`config.mk`:
```
export PLATFORM = sky130hd
export DESIGN_NAME = interrupter_mc
export DESIGN_NICKNAME = d
export VERILOG_FILES = /design/src/rtl/interrupter_mc.sv
export SDC_FILE = /design/constraint.sdc
export NUM_CORES = 1
export LEC_CHECK = 0
export ABC_AREA = 1
export BUFFER_PORTS_ARGS = -buffer_cell sky130_fd_sc_hd__buf_2
export CAP_MARGIN = 20
export CORE_MARGIN = 2
export CORE_UTILIZATION = 45
export DETAILED_ROUTE_END_ITERATION = 16
export SETUP_SLACK_MARGIN = 0.1
export SLEW_MARGIN = 30
export SYNTH_ARGS = -nofsm -noshare
export SYNTH_HDL_FRONTEND = slang
export SYNTH_SLANG_ARGS = --single-unit
```
`constraint.sdc`:
```
create_clock -name clk -period 1.73 [get_ports clk]
set_clock_uncertainty 0.2 [all_clocks]
set_input_delay 0.173 -clock clk [delete_from_list [all_inputs] [get_ports clk]]
set_output_delay 0.173 -clock clk [all_outputs]
set_load 0.1 [all_outputs]
```
`src/rtl/interrupter_mc.sv`:
```
// Multi-channel DRSSTC interrupter: OR-combined burst timers gating a feedback-aligned H-bridge drive.
// Optional burst-length cap enabled by defining INTERRUPTER_MC_MAX_ON_EN.
module interrupter_mc #(
    parameter int CH_NUM       = 2,
    parameter int PAR_W        = 8,
    parameter int ADDR_W       = 4,
    parameter int ADDR_BASE    = 4,
    parameter int PERIOD_BASE  = 524288,
    parameter int PERIOD_STEP  = 16384,
    parameter int PW_STEP      = 512,
    parameter int SKIP_CNT_MAX = 3,
    parameter int MAX_ON_CYC   = 64
) (
    input  logic              clk,
    input  logic              rst_n,
    input  logic              gen,
    input  logic              ocd,
    input  logic [PAR_W-1:0]  data,
    input  logic [ADDR_W-1:0] addr,
    input  logic              en,
    output logic              out_p,
    output logic              out_n,
    output logic              win,
    output logic              ocd_act
);
    localparam int MAX_P  = PERIOD_BASE + ((1 << PAR_W) - 1) * PERIOD_STEP;
    localparam int CNT_W  = $clog2(MAX_P);
    localparam int THR_W  = $clog2(((1 << PAR_W) - 1) * PW_STEP + 1);
    localparam int CMP_W  = (CNT_W > THR_W) ? CNT_W : THR_W;
    localparam int SKIP_W = $clog2(SKIP_CNT_MAX + 1);

    if (CH_NUM < 1 || CH_NUM > PAR_W || MAX_ON_CYC < 1) begin : g_cfg_check
        $error("interrupter_mc: unsupported parameter set");
    end

`ifdef INTERRUPTER_MC_MAX_ON_EN
    localparam int ON_W = $clog2(MAX_ON_CYC + 1);
    typedef enum logic [1:0] {ST_IDLE = 2'd0, ST_RUN = 2'd1, ST_SKIP = 2'd2, ST_HOLD = 2'd3} state_t;
    logic [ON_W-1:0] on_cnt_r, on_nxt_s;
`else
    typedef enum logic [1:0] {ST_IDLE = 2'd0, ST_RUN = 2'd1, ST_SKIP = 2'd2} state_t;
`endif

    logic [PAR_W-1:0]  freq_r [CH_NUM];
    logic [PAR_W-1:0]  pw_r   [CH_NUM];
    logic [CH_NUM-1:0] ch_en_r;
    logic [CNT_W-1:0]  cnt_r     [CH_NUM];
    logic [CNT_W-1:0]  cnt_nxt_s [CH_NUM];
    logic [CH_NUM-1:0] window_s;
    logic              win_r, gen_r, ocd_meta_r, ocd_sync_r;
    logic              rise_s, gen_edge_s;
    state_t            state_r, state_nxt_s;
    logic              ff_r, ff_nxt_s;
    logic [SKIP_W-1:0] skip_cnt_r, skip_nxt_s;
    logic              out_p_r, out_n_r, ocd_act_r;

    // Register file writes from the shared bus; unmatched addresses are ignored
    always_ff @(posedge clk or negedge rst_n) begin
        if (!rst_n) begin
            for (int k = 0; k < CH_NUM; k++) begin
                freq_r[k] <= '0;
                pw_r[k]   <= '0;
            end
            ch_en_r <= '0;
        end else begin
            for (int k = 0; k < CH_NUM; k++) begin
                if (en && (addr == ADDR_W'(ADDR_BASE + 2 * k)))     freq_r[k] <= data;
                if (en && (addr == ADDR_W'(ADDR_BASE + 2 * k + 1))) pw_r[k]   <= data;
            end
            if (en && (addr == ADDR_W'(ADDR_BASE + 2 * CH_NUM))) ch_en_r <= data[CH_NUM-1:0];
        end
    end

    // Channel timers: period sampled only at reload so freq writes land on the next period
    always_comb begin
        window_s = '0;
        for (int k = 0; k < CH_NUM; k++) begin
            if (!ch_en_r[k]) begin
                cnt_nxt_s[k] = '0;
            end else if (cnt_r[k] == '0) begin
                cnt_nxt_s[k] = CNT_W'(PERIOD_BASE - 1) + CNT_W'(freq_r[k]) * CNT_W'(PERIOD_STEP);
            end else begin
                cnt_nxt_s[k] = cnt_r[k] - CNT_W'(1);
            end
            window_s[k] = ch_en_r[k] && (CMP_W'(cnt_r[k]) < CMP_W'(pw_r[k]) * CMP_W'(PW_STEP));
        end
    end

    // Counter state and combined window register
    always_ff @(posedge clk or negedge rst_n) begin
        if (!rst_n) begin
            for (int k = 0; k < CH_NUM; k++) cnt_r[k] <= '0;
            win_r <= 1'b0;
        end else begin
            for (int k = 0; k < CH_NUM; k++) cnt_r[k] <= cnt_nxt_s[k];
            win_r <= |window_s;
        end
    end

    // Feedback edge history and over-current synchroniser
    always_ff @(posedge clk or negedge rst_n) begin
        if (!rst_n) begin
            gen_r      <= 1'b0;
            ocd_meta_r <= 1'b0;
            ocd_sync_r <= 1'b0;
        end else begin
            gen_r      <= gen;
            ocd_meta_r <= ocd;
            ocd_sync_r <= ocd_meta_r;
        end
    end

    assign rise_s     = gen & ~gen_r;
    assign gen_edge_s = gen ^ gen_r;

    // Gate FSM next-state: bursts open and close only on gen rises, ocd wins over a rise
    always_comb begin
        state_nxt_s = state_r;
        ff_nxt_s    = ff_r;
        skip_nxt_s  = skip_cnt_r;
`ifdef INTERRUPTER_MC_MAX_ON_EN
        on_nxt_s    = on_cnt_r;
`endif
        case (state_r)
            ST_IDLE: begin
                if (ocd_sync_r) begin
                    state_nxt_s = ST_SKIP;
                end else if (rise_s && win_r) begin
                    ff_nxt_s    = 1'b1;
                    state_nxt_s = ST_RUN;
`ifdef INTERRUPTER_MC_MAX_ON_EN
                    on_nxt_s    = '0;
`endif
                end else begin
                    state_nxt_s = ST_IDLE;
                end
            end
            ST_RUN: begin
                if (ocd_sync_r) begin
                    state_nxt_s = ST_SKIP;
                end else if (rise_s && !win_r) begin
                    ff_nxt_s    = 1'b0;
                    state_nxt_s = ST_IDLE;
`ifdef INTERRUPTER_MC_MAX_ON_EN
                end else if (rise_s && (on_cnt_r == ON_W'(MAX_ON_CYC - 1))) begin
                    ff_nxt_s    = 1'b0;
                    state_nxt_s = ST_HOLD;
                end else if (rise_s) begin
                    on_nxt_s    = on_cnt_r + ON_W'(1);
`endif
                end else begin
                    state_nxt_s = ST_RUN;
                end
            end
`ifdef INTERRUPTER_MC_MAX_ON_EN
            ST_HOLD: begin
                if (ocd_sync_r) begin
                    state_nxt_s = ST_SKIP;
                end else if (!win_r) begin
                    state_nxt_s = ST_IDLE;
                end else begin
                    state_nxt_s = ST_HOLD;
                end
            end
`endif
            ST_SKIP: begin
                if (skip_cnt_r == '0) begin
                    state_nxt_s = ST_IDLE;
                    skip_nxt_s  = SKIP_W'(SKIP_CNT_MAX);
                    ff_nxt_s    = 1'b0;
                end else begin
                    if (gen_edge_s) ff_nxt_s = 1'b0;
                    else            ff_nxt_s = ff_r;
                    if (rise_s) skip_nxt_s = skip_cnt_r - SKIP_W'(1);
                    else        skip_nxt_s = skip_cnt_r;
                end
            end
            default: begin
                state_nxt_s = ST_IDLE;
                ff_nxt_s    = 1'b0;
            end
        endcase
    end

    // FSM state and registered bridge outputs (equivalent to ff gated by gen delayed one clk)
    always_ff @(posedge clk or negedge rst_n) begin
        if (!rst_n) begin
            state_r    <= ST_IDLE;
            ff_r       <= 1'b0;
            skip_cnt_r <= SKIP_W'(SKIP_CNT_MAX);
            out_p_r    <= 1'b0;
            out_n_r    <= 1'b0;
            ocd_act_r  <= 1'b0;
`ifdef INTERRUPTER_MC_MAX_ON_EN
            on_cnt_r   <= '0;
`endif
        end else begin
            state_r    <= state_nxt_s;
            ff_r       <= ff_nxt_s;
            skip_cnt_r <= skip_nxt_s;
            out_p_r    <= ff_nxt_s & gen;
            out_n_r    <= ff_nxt_s & ~gen;
            ocd_act_r  <= (state_nxt_s == ST_SKIP);
`ifdef INTERRUPTER_MC_MAX_ON_EN
            on_cnt_r   <= on_nxt_s;
`endif
        end
    end

    assign out_p   = out_p_r;
    assign out_n   = out_n_r;
    assign win     = win_r;
    assign ocd_act = ocd_act_r;
endmodule

```
==> results of run 1 <==
==> placed cells by master, fill, tap and decap left out, drive strengths merged, types with 11 or more instances in the layout <==
cell           n
nand2        174
nor2         131
inv          105
buf          101
dfrtp         90
o21ai         52
nand3         46
a21oi         40
ha            22
xor2          15
nand4         15
dlygate4sd3   11
clkbuf        11
==> worst min-delay path by stage <==
| stage | start | endpoint | slack (ps) | cells after the start |
|---|---|---|---|---|
| floorplan | rst_n | ch_en_r[0]$_DFFE_PN0P_ | -320 | 0 |
| finish | addr[3] | ch_en_r[1]$_DFFE_PN0P_ | 40 | 3 |
| detailed placement | rst_n | cnt_r[33]$_DFF_PN0_ | -80 | 1 |
| global route | addr[3] | ch_en_r[1]$_DFFE_PN0P_ | 30 | 3 |
| CTS | addr[3] | ch_en_r[1]$_DFFE_PN0P_ | 30 | 3 |
| global placement | rst_n | cnt_r[10]$_DFF_PN0_ | -80 | 1 |
==> cell usage after synthesis, types with 2 or more instances <==
| library cell | instances |
|---|---|
| xnor2_1 | 5 |
| nand3b_1 | 5 |
| clkbuf_1 | 4 |
| o21a_1 | 3 |
| o21ai_2 | 8 |
| o22ai_1 | 2 |
| a31oi_1 | 5 |
| nor2_4 | 8 |
| nand4_1 | 15 |
| ha_1 | 22 |
| nor2_2 | 6 |
| buf_2 | 2 |
| nor2_1 | 115 |
| xor2_1 | 15 |
| o21ai_1 | 3 |
| buf_6 | 3 |
| nand3_1 | 43 |
| inv_1 | 103 |
| nand3_2 | 3 |
| nand2_1 | 167 |
| o21ai_0 | 41 |
| or2_2 | 3 |
| dfstp_2 | 2 |
| a21oi_1 | 40 |
| nand2_2 | 7 |
| dfrtp_1 | 90 |
==> per-stage QoR <==
stage	setup slack, ps	power, W
2_1_floorplan	122	0.00746
3_3_place_gp	-31.8	0.00914
3_5_place_dp	-60.9	0.00924
4_1_cts	42.7	0.0119
5_1_grt	-133	0.0145
6_report	-40.2	0.0134
==> flip-flops by register name (all words and copies together), names as in the netlist, 2 cells and up <==
| signal | count |
|---|---|
| skip_cnt_r | 2 |
| freq_r | 16 |
| state_r | 2 |
| cnt_r | 46 |
| ch_en_r | 2 |
| pw_r | 16 |
==> routing by layer <==
layer  GRT usage, %  vias up  part of all wire (%)
met3           3.55       38                   3.1
met4           8.21        0                   2.4
li1               -     2549                     -
met2           37.0       95                    48
met1           30.7     2432                    47
met5              0        -                     0
==> cells by family after synthesis <==
group	count (synthesis)	synth area share [%]
compound gates	105	10.6
xor+xnor	20	3.20
fa+ha+maj	22	5.03
buf+inv	115	8.64
flops	92	42.1
simple gates	376	30.4
==> cell type report <==
type,instances,area (µm²)
clock inverter,5,38.8
timing repair buffer,112,892
sequential,92,2310
fill,1063,4670
clock buffer,11,233
tap,147,184
inverter,104,390
multi-input combinational,525,3240
==> tightest hold or removal path, stage by stage <==
cell	delay, ps
buf_2	110
nand4_1	160
o21ai_0	90
==> power by group through the flow <==
stage	combinational, W	sequential [W]	clock (W)
2_1_floorplan	0.00417	0.00328	0
3_3_place_gp	0.00597	0.00317	0
3_5_place_dp	0.00604	0.00320	0
4_1_cts	0.00673	0.00320	0.00192
5_1_grt	0.00914	0.00332	0.00200
6_report	0.00830	0.00326	0.00188
==> timing repair <==
action | 4_1_cts | 5_1_grt
pin swaps | 20 | 41
setup endpoints to repair | 45 | 50
gates resized for setup | 58 | 100
hold buffers | 11 | 0
gates cloned | 2 | 0
buffers inserted | 15 | 16
hold endpoints to repair | 120 | 0
==> flow_metrics.tcl, run 1 <==
set metrics [dict create \
    status "finished, violations left" \
    failed_checks "setup timing" \
    final-max-slew-violation-count 0 \
    wl_per_cell_um 14.8 \
    clockPowerShare_pct 14.0 \
    ys_seq_area_share_pct 42.1 \
    ys_seq_elements 92 \
    numPortBuffers 20 \
    critPathMaxStageDelay_ps 400 \
    slew_headroom_pct 51.8 \
    switchingPower_w 0.00636 \
    comb_power_share_pct 61.8 \
    fmax_ghz 0.565 \
    h-tree-depth 3 \
    die_area_um2 13100 \
    finalCritPeriodShare_pct 102 \
    track_usage_pct 22.7 \
    postRouteAntennaNets 0 \
    finalSetupTns_ps -49.5 \
    power.leakage_nw 3.76 \
    cts-buffers-inserted 9 \
    endpoint_kind "register" \
    die_h_um 114 \
    internal-power_w 0.00709 \
    ys_top_cells_by_area "dfrtp_1, nand2_1, nor2_1" \
    r2r_cells 11 \
    start_util_pct 45.7 \
    cts_tree "yes" \
    finalWirelength_um 14800 \
    setup_violations 3 \
    crit_slowest_cell "dfrtp_1" \
    via_per_inst 5.13 \
    dr.pass1.iters 4 \
    r2r_end "cnt_r[19]$_DFF_PN0_" \
    worstSetupPathType "reg -> reg" \
    critPathTopFamily "simple AND/OR/NAND/NOR gates" \
    yosysTopAreaCellShare_pct 41.2 \
    drtIter0Drc 223 \
    insertion_delay_ps 350 \
    critPathLaunchType "register" \
    worstPathArrival_ps 1820 \
    async_flop_share_pct 100 \
    synth_top_area_cell "dfrtp_1" \
    hold_viol 0 \
    ios 21 \
    stdcell_area_um2 7290 \
    first_global_vias 4967 \
    vias 5114 \
    p_per_area_nw_per_um2 1840 \
    path_buf_inv 3 \
    synth_warnings 0 \
    synth_edf_count 0 \
    swShare_pct 47.3 \
    grt_start_max_net_pins 52 \
    cts_buffer_depth 2 \
    startpoint "cnt_r[0]$_DFF_PN0_" \
    worst_slew_pin_slew_ps 723 \
    mappedNetlistArea_um2 5470 \
    clkTransAtPathRegs_ps 70 \
    synth.avg_cell_area_um2 7.50 \
    dp_hpwl_um 10100 \
    ff2ff_setup_slack_ps -40 \
    die_w_um 114 \
    stdcell_count 996 \
    cp_num_cells 11 \
    drv_cap 0 \
    area_growth_pct 33.3 \
    core_area_um2 12000 \
    n_antenna_cell 0 \
    overflow 0 \
    rsz0062_at_grt "true" \
    clock-sinks 92 \
    grt_pass1_wl_um 23400 \
    drc 0 \
    placed_area_um2 6070 \
    ys.flop_type "dfrtp_1" \
    worstPathMaxFanout 8 \
    max-vdd-ir-drop_mv 0.742 \
    final_util_pct 61.0 \
    endpoint "cnt_r[19]$_DFF_PN0_" \
    cp.required_ps 1780 \
    seq_power_share_pct 24.2 \
    final_nets 883 \
    synthesis.nets 769 \
    ys_types 36 \
    period_needed_ps 1770 \
    placed_cells_incl_taps 937 \
    rows 40 \
    clockRootBuffer "clkbuf_16" \
    hold_path.class "in -> reg" \
    antenna_found_initial 0 \
    path_cells "inv_2 -> ha_4 -> inv_2 -> nor2_1 -> nand2_1 -> nor2_2 -> nand3_4 -> nor2_2 -> nor2_1 -> nand2_1 -> inv_1" \
    synth_cells 730 \
    drive_above_1_share_pct 30.6 \
    setup_ws_ps -40.2 \
    hold_slack_ps 37.1 \
    r2r-start "cnt_r[0]$_DFF_PN0_" \
    gp_congestion 0.851 \
]
(Power assumes the default switching activity.)
==> run 2, diff against run 1 <==
--- a/config.mk
+++ b/config.mk
@@ -5,7 +5,6 @@
 export SDC_FILE = /design/constraint.sdc
 export NUM_CORES = 1
 export LEC_CHECK = 0
-export ABC_AREA = 1
 export BUFFER_PORTS_ARGS = -buffer_cell sky130_fd_sc_hd__buf_2
 export CAP_MARGIN = 20
 export CORE_MARGIN = 2
==> run 2 against run 1 <==
The flow still finishes with violations (setup timing). Fmax shrank 28%. Non-clock buffer count rose by 36. Register-to-register slack worse by 680 ps. Clock power fell by 22%. Global-route usage shrank 0.97 points. Power fell by 12%. Sequential power decreased by 2%. Largest power group unchanged. Synthesized cell count down 39%. Sequential share of layout area rose by 3.2 points. Combinational power decreased by 14%.
==> flow_metrics.tcl, run 2 <==
set metrics [dict create \
    status "finished, violations left" \
    failed_checks "setup timing" \
    cts_tree "yes" \
    finalWirelength_um 11800 \
    dr.pass1.iters 4 \
    wl_per_cell_um 16.0 \
    period_needed_ps 2450 \
    async_flop_share_pct 100 \
    path_buf_inv 0 \
    hold_viol 0 \
    synth-simple-area-share_pct 13.8 \
    ys_seq_elements 92 \
    layout_commonest_cell "buf_4" \
    die_w_um 107 \
    cp_common_cell "or4_4" \
    drtIter0Drc 210 \
    hold_path.class "in -> async" \
    synth.avg_cell_area_um2 10.6 \
    rows 37 \
    placed_area_um2 5910 \
    final_util_pct 64.3 \
    die_area_um2 11400 \
    first_global_vias 3988 \
    drv_cap 0 \
    worstPathArrival_ps 2490 \
    top_regs "cnt_r: 46 flops, freq_r: 16 flops, pw_r: 16 flops" \
    synth_cells 446 \
    n_antenna_cell 0 \
    via_per_inst 5.34 \
    postRouteAntennaNets 0 \
    area_growth_pct 39.6 \
    synth_compound_gate_area_share_pct 11.9 \
    synth_adder_area_share_pct 5.81 \
    synth_mux_area_share_pct 8.30 \
    vias 3931 \
    power_w 0.0118 \
    synth_top_area_cell "dfrtp_1" \
    ys_seq_area_share_pct 48.7 \
    drc 0 \
    crit_slowest_cell "or4_4" \
    finalCritPeriodShare_pct 142 \
    synthXorXnorAreaFrac_pct 8.32 \
    worstPathMaxFanout 7 \
    power.leakage_nw 2.97 \
    yosysMostFrequentCell "dfrtp_1" \
    cp_num_cells 5 \
    stdcell_area_um2 6610 \
    ios 21 \
    synthesis.nets 485 \
    endpoint_kind "register" \
    slew_headroom_pct 59.3 \
    post-place-ws_ps -724 \
    track_usage_pct 21.7 \
    ys_types 46 \
    worstSetupPathType "reg -> reg" \
    final_nets 634 \
    antenna_found_initial 0 \
    clock-sinks 92 \
    drive_above_1_share_pct 44.2 \
    clockRootBuffer "clkbuf_8" \
    h-tree-depth 3 \
    cp.required_ps 1770 \
    numPortBuffers 20 \
    synth_common_cells "dfrtp_1, a21oi_1, mux2_2, xnor2_1" \
    hold_slack_ps 35.0 \
    core_area_um2 10300 \
    worst_slew_pin_slew_ps 602 \
    die_h_um 107 \
    p_per_area_nw_per_um2 1790 \
    gp_congestion 0.787 \
    ys.flop_type "dfrtp_1" \
    largest_register "cnt_r" \
    synth_edf_count 0 \
    critPathLaunchType "register" \
    mappedNetlistArea_um2 4730 \
    ys_top_cells_by_area "dfrtp_1, mux2_2, ha_1" \
    largest_reg_flops 46 \
    critPathTopFamily "simple AND/OR/NAND/NOR gates" \
    clkTransAtPathRegs_ps 90 \
    grt_start_max_net_pins 38 \
    synth_top_family_by_area "simple AND/OR/NAND/NOR gates" \
    fmax_ghz 0.408 \
    insertion_delay_ps 370 \
    r2r_cells 5 \
    cts-buffers-inserted 9 \
    start_util_pct 46.1 \
    critPathMaxStageDelay_ps 570 \
    final-max-slew-violation-count 0 \
    synth_warnings 0 \
    dp_hpwl_um 8090 \
    overflow 0 \
    rsz0062_at_grt "true" \
    cts_buffer_depth 2 \
    setup_violations 47 \
    setup_ws_ps -722 \
    final_cell_mix "buf_4, dfrtp_1, mux2_2, a21oi_2, xnor2_1" \
    yosysTopAreaCellShare_pct 47.6 \
    max-vdd-ir-drop_mv 0.784 \
    grt_pass1_wl_um 19400 \
    path_cells "or4_4 -> or3_4 -> or4_4 -> a41oi_2 -> a211oi_2" \
]
## run 2: timing repair
item	CTS	global route
setup buffers	4	5
gates resized for setup	43	33
setup endpoints to repair	48	53
endpoints found under the hold margin	130	1
hold buffers	11	1
cloned	0	2
pin swaps	7	12
## run 2: path summary, 6_finish.rpt
check                                    endpoint                 start  slack, ps
min reg2reg                  ocd_sync_r$_DFF_PN0_  ocd_meta_r$_DFF_PN0_        170
max reg2reg                   cnt_r[45]$_DFF_PN0_   cnt_r[43]$_DFF_PN0_       -720
max in group asynchronous    pw_r[11]$_DFFE_PN0P_                 rst_n        790
min in group clk           ch_en_r[1]$_DFFE_PN0P_               addr[2]         60
max                           cnt_r[45]$_DFF_PN0_   cnt_r[43]$_DFF_PN0_       -720
min                           cnt_r[25]$_DFF_PN0_                 rst_n         30
## run 2: metrics by stage
stage / TNS [ps] / cells
global placement: -19920 / 697
finish: -23780 / 736
floorplan: -20790 / 446
detailed placement: -20830 / 697
CTS: -21000 / 728
global route: -26550 / 736
## run 2: kinds of logic after synthesis
| group | after synthesis |
|---|---|
| XOR/XNOR | 45 |
| AND/OR/NAND/NOR | 120 |
| flip-flops | 92 |
| adder cells (fa/ha/maj) | 22 |
| AO/OA/AOI/OAI | 94 |
| buffers and inverters | 38 |
| multiplexers | 35 |
## run 2: layout make-up
class                           instances  area (µm²)
Clock buffer                           12         145
Clock inverter                          4        48.8
Inverter                               28         105
Multi-Input combinational cell        316        2670
Fill cell                             820        3670
Tap cell                              136         170
Timing Repair Buffer                  148        1170
Sequential cell                        92        2310
## run 2: power by group
part / total, W / internal, W / switching, W
registers: 0.00320 / 0.00277 / 0.000430
clock network: 0.00146 / 0.000707 / 0.000754
logic: 0.00715 / 0.00360 / 0.00355
total: 0.0118 / 0.00707 / 0.00474
## run 2: layer usage
metal  vias up  share of wire [%]  GRT usage [%]
met5         -                  0              0
met4         0                2.0           7.70
met3        17                2.9           3.59
met2        69                 46           34.3
met1      1930                 49           30.3
li1       1915                  -              -
==> run 3, diff against run 2 <==
--- a/config.mk
+++ b/config.mk
@@ -6,8 +6,7 @@
 export NUM_CORES = 1
 export LEC_CHECK = 0
 export BUFFER_PORTS_ARGS = -buffer_cell sky130_fd_sc_hd__buf_2
-export CAP_MARGIN = 20
-export CORE_MARGIN = 2
+export CAP_MARGIN = 0
 export CORE_UTILIZATION = 45
 export DETAILED_ROUTE_END_ITERATION = 16
 export SETUP_SLACK_MARGIN = 0.1
==> run 3 against run 2 <==
The run still ends with setup timing left. Clock power is essentially flat. Via count shrank 0.15%. Global-route usage rose by 1.5 points. Non-clock buffer count down 3. Critical endpoint unchanged. Sequential power about the same. Register-to-register slack about the same. Power down 0.45%. Combinational power fell by 0.6%.
==> flow_metrics.tcl, run 3 (synthesized netlist as in run 2, its figures left out) <==
set metrics [dict create \
    h-tree-depth 3 \
    hold_path.class "in -> reg" \
    die_h_um 105 \
    numPortBuffers 20 \
    hold_viol 0 \
    start_util_pct 46.1 \
    setup_violations 47 \
    finalSetupTns_ps -23000 \
    endpoint_kind "register" \
    vias 3925 \
    cp_common_cell "or4_4" \
    path_buf_inv 0 \
    cp.required_ps 1780 \
    n_antenna_cell 0 \
    worst_slew_pin_slew_ps 483 \
    rows 37 \
    postRouteAntennaNets 0 \
    top_regs "cnt_r: 46 flops, freq_r: 16 flops, pw_r: 16 flops" \
    die_area_um2 10900 \
    setup_ws_ps -723 \
    clockRootBuffer "clkbuf_8" \
    post-place-ws_ps -739 \
    final_nets 631 \
    status "finished, violations left" \
    final_cell_mix "buf_4, dfrtp_1, mux2_2, xnor2_1" \
    dr.pass1.iters 4 \
    power.leakage_nw 2.98 \
    critPathTopFamily "simple AND/OR/NAND/NOR gates" \
    drtIter0Drc 160 \
    layout_commonest_cell "buf_4" \
    slew_headroom_pct 68.0 \
    insertion_delay_ps 370 \
    worstPathArrival_ps 2500 \
    cts_buffer_depth 2 \
    fmax_ghz 0.408 \
    multi_input_area_um2 2700 \
    path_cells "or4_4 -> or3_4 -> or4_4 -> a41oi_2 -> a211oi_2" \
    ios 21 \
    critPathLaunchType "register" \
    crit_slowest_cell "or4_4" \
    final-max-slew-violation-count 0 \
    clkTransAtPathRegs_ps 90 \
    failed_checks "setup timing" \
    first_global_vias 4035 \
    rsz0062_at_grt "true" \
    antenna_found_initial 0 \
    area_growth_pct 40.2 \
    core_area_um2 10300 \
    p_per_area_nw_per_um2 1770 \
    n_fill_cell 824 \
    power_w 0.0118 \
    largest_register "cnt_r" \
    grt_start_max_net_pins 44 \
    worstSetupPathType "reg -> reg" \
    final_util_pct 64.6 \
    largest_reg_flops 46 \
    cts-buffers-inserted 9 \
    finalWirelength_um 11700 \
    dp_hpwl_um 8270 \
    critPathMaxStageDelay_ps 570 \
    die_w_um 105 \
    worstPathMaxFanout 7 \
    gp_congestion 0.802 \
    clock-sinks 92 \
    cts_tree "yes" \
    period_needed_ps 2450 \
    grt_pass1_wl_um 19800 \
    wl_per_cell_um 15.9 \
    drc 0 \
    finalCritPeriodShare_pct 142 \
    final-seq-area_um2 2310 \
    via_per_inst 5.35 \
    drv_cap 0 \
    overflow 0 \
    max-vdd-ir-drop_mv 0.801 \
    track_usage_pct 23.2 \
    drive_above_1_share_pct 44.1 \
]
run 3: worst paths after layout:
| kind | slack, ps | cells past startpoint | to | start |
|---|---|---|---|---|
| worst max-delay path | -720 | 5 | cnt_r[45]$_DFF_PN0_ | cnt_r[43]$_DFF_PN0_ |
| worst min-delay path | 70 | 3 | ch_en_r[1]$_DFFE_PN0P_ | addr[2] |
| worst max register to register | -720 | 5 | cnt_r[45]$_DFF_PN0_ | cnt_r[43]$_DFF_PN0_ |
| worst min register to register | 170 | 0 | ocd_sync_r$_DFF_PN0_ | ocd_meta_r$_DFF_PN0_ |
| max in group asynchronous | 600 | 3 | cnt_r[28]$_DFF_PN0_ | rst_n |
| min in group asynchronous | 160 | 3 | cnt_r[31]$_DFF_PN0_ | rst_n |
run 3: cell type report:
type / instances / share of cell area (%)
Clock inverter: 4 / 0.471
Inverter: 28 / 1.58
Sequential cell: 92 / 34.8
Tap cell: 136 / 2.56
Multi-Input combinational cell: 316 / 40.6
Timing Repair Buffer: 145 / 17.5
Clock buffer: 12 / 2.49
run 3: routing by layer:
layer / up-vias / GRT usage (%) / wire length (µm)
met3: 19 / 4.12 / 350
met2: 65 / 35.1 / 5430
li1: 1915 / - / -
met5: - / 0 / 0
met4: 0 / 10.1 / 235
met1: 1926 / 32.6 / 5660
run 3: timing repair:
item	4_1_cts	5_1_grt
pin swaps	12	14
cloned	1	0
setup buffers	3	4
hold endpoints to repair	131	3
setup endpoints to repair	48	52
hold buffers	12	2
resized for setup	47	31
run 3: report_power, final:
part	internal [W]	switching (W)
registers	0.00277	0.000434
clock network	0.000645	0.000795
logic	0.00363	0.00348
run 3: through the flow:
stage / area [µm²] / instances / hold slack, ps
final: 6640 / 733 / 68.1
after global routing: 6640 / 733 / 64.8
after CTS: 6430 / 728 / 46.1
after detailed placement: 5890 / 696 / -209
after global placement: 5890 / 696 / -210
after floorplan: 4900 / 446 / -323
run 3: worst min-delay path, stage by stage:
cell	delay (ps)
buf_2	80
nand4b_1	180
mux2_2	170
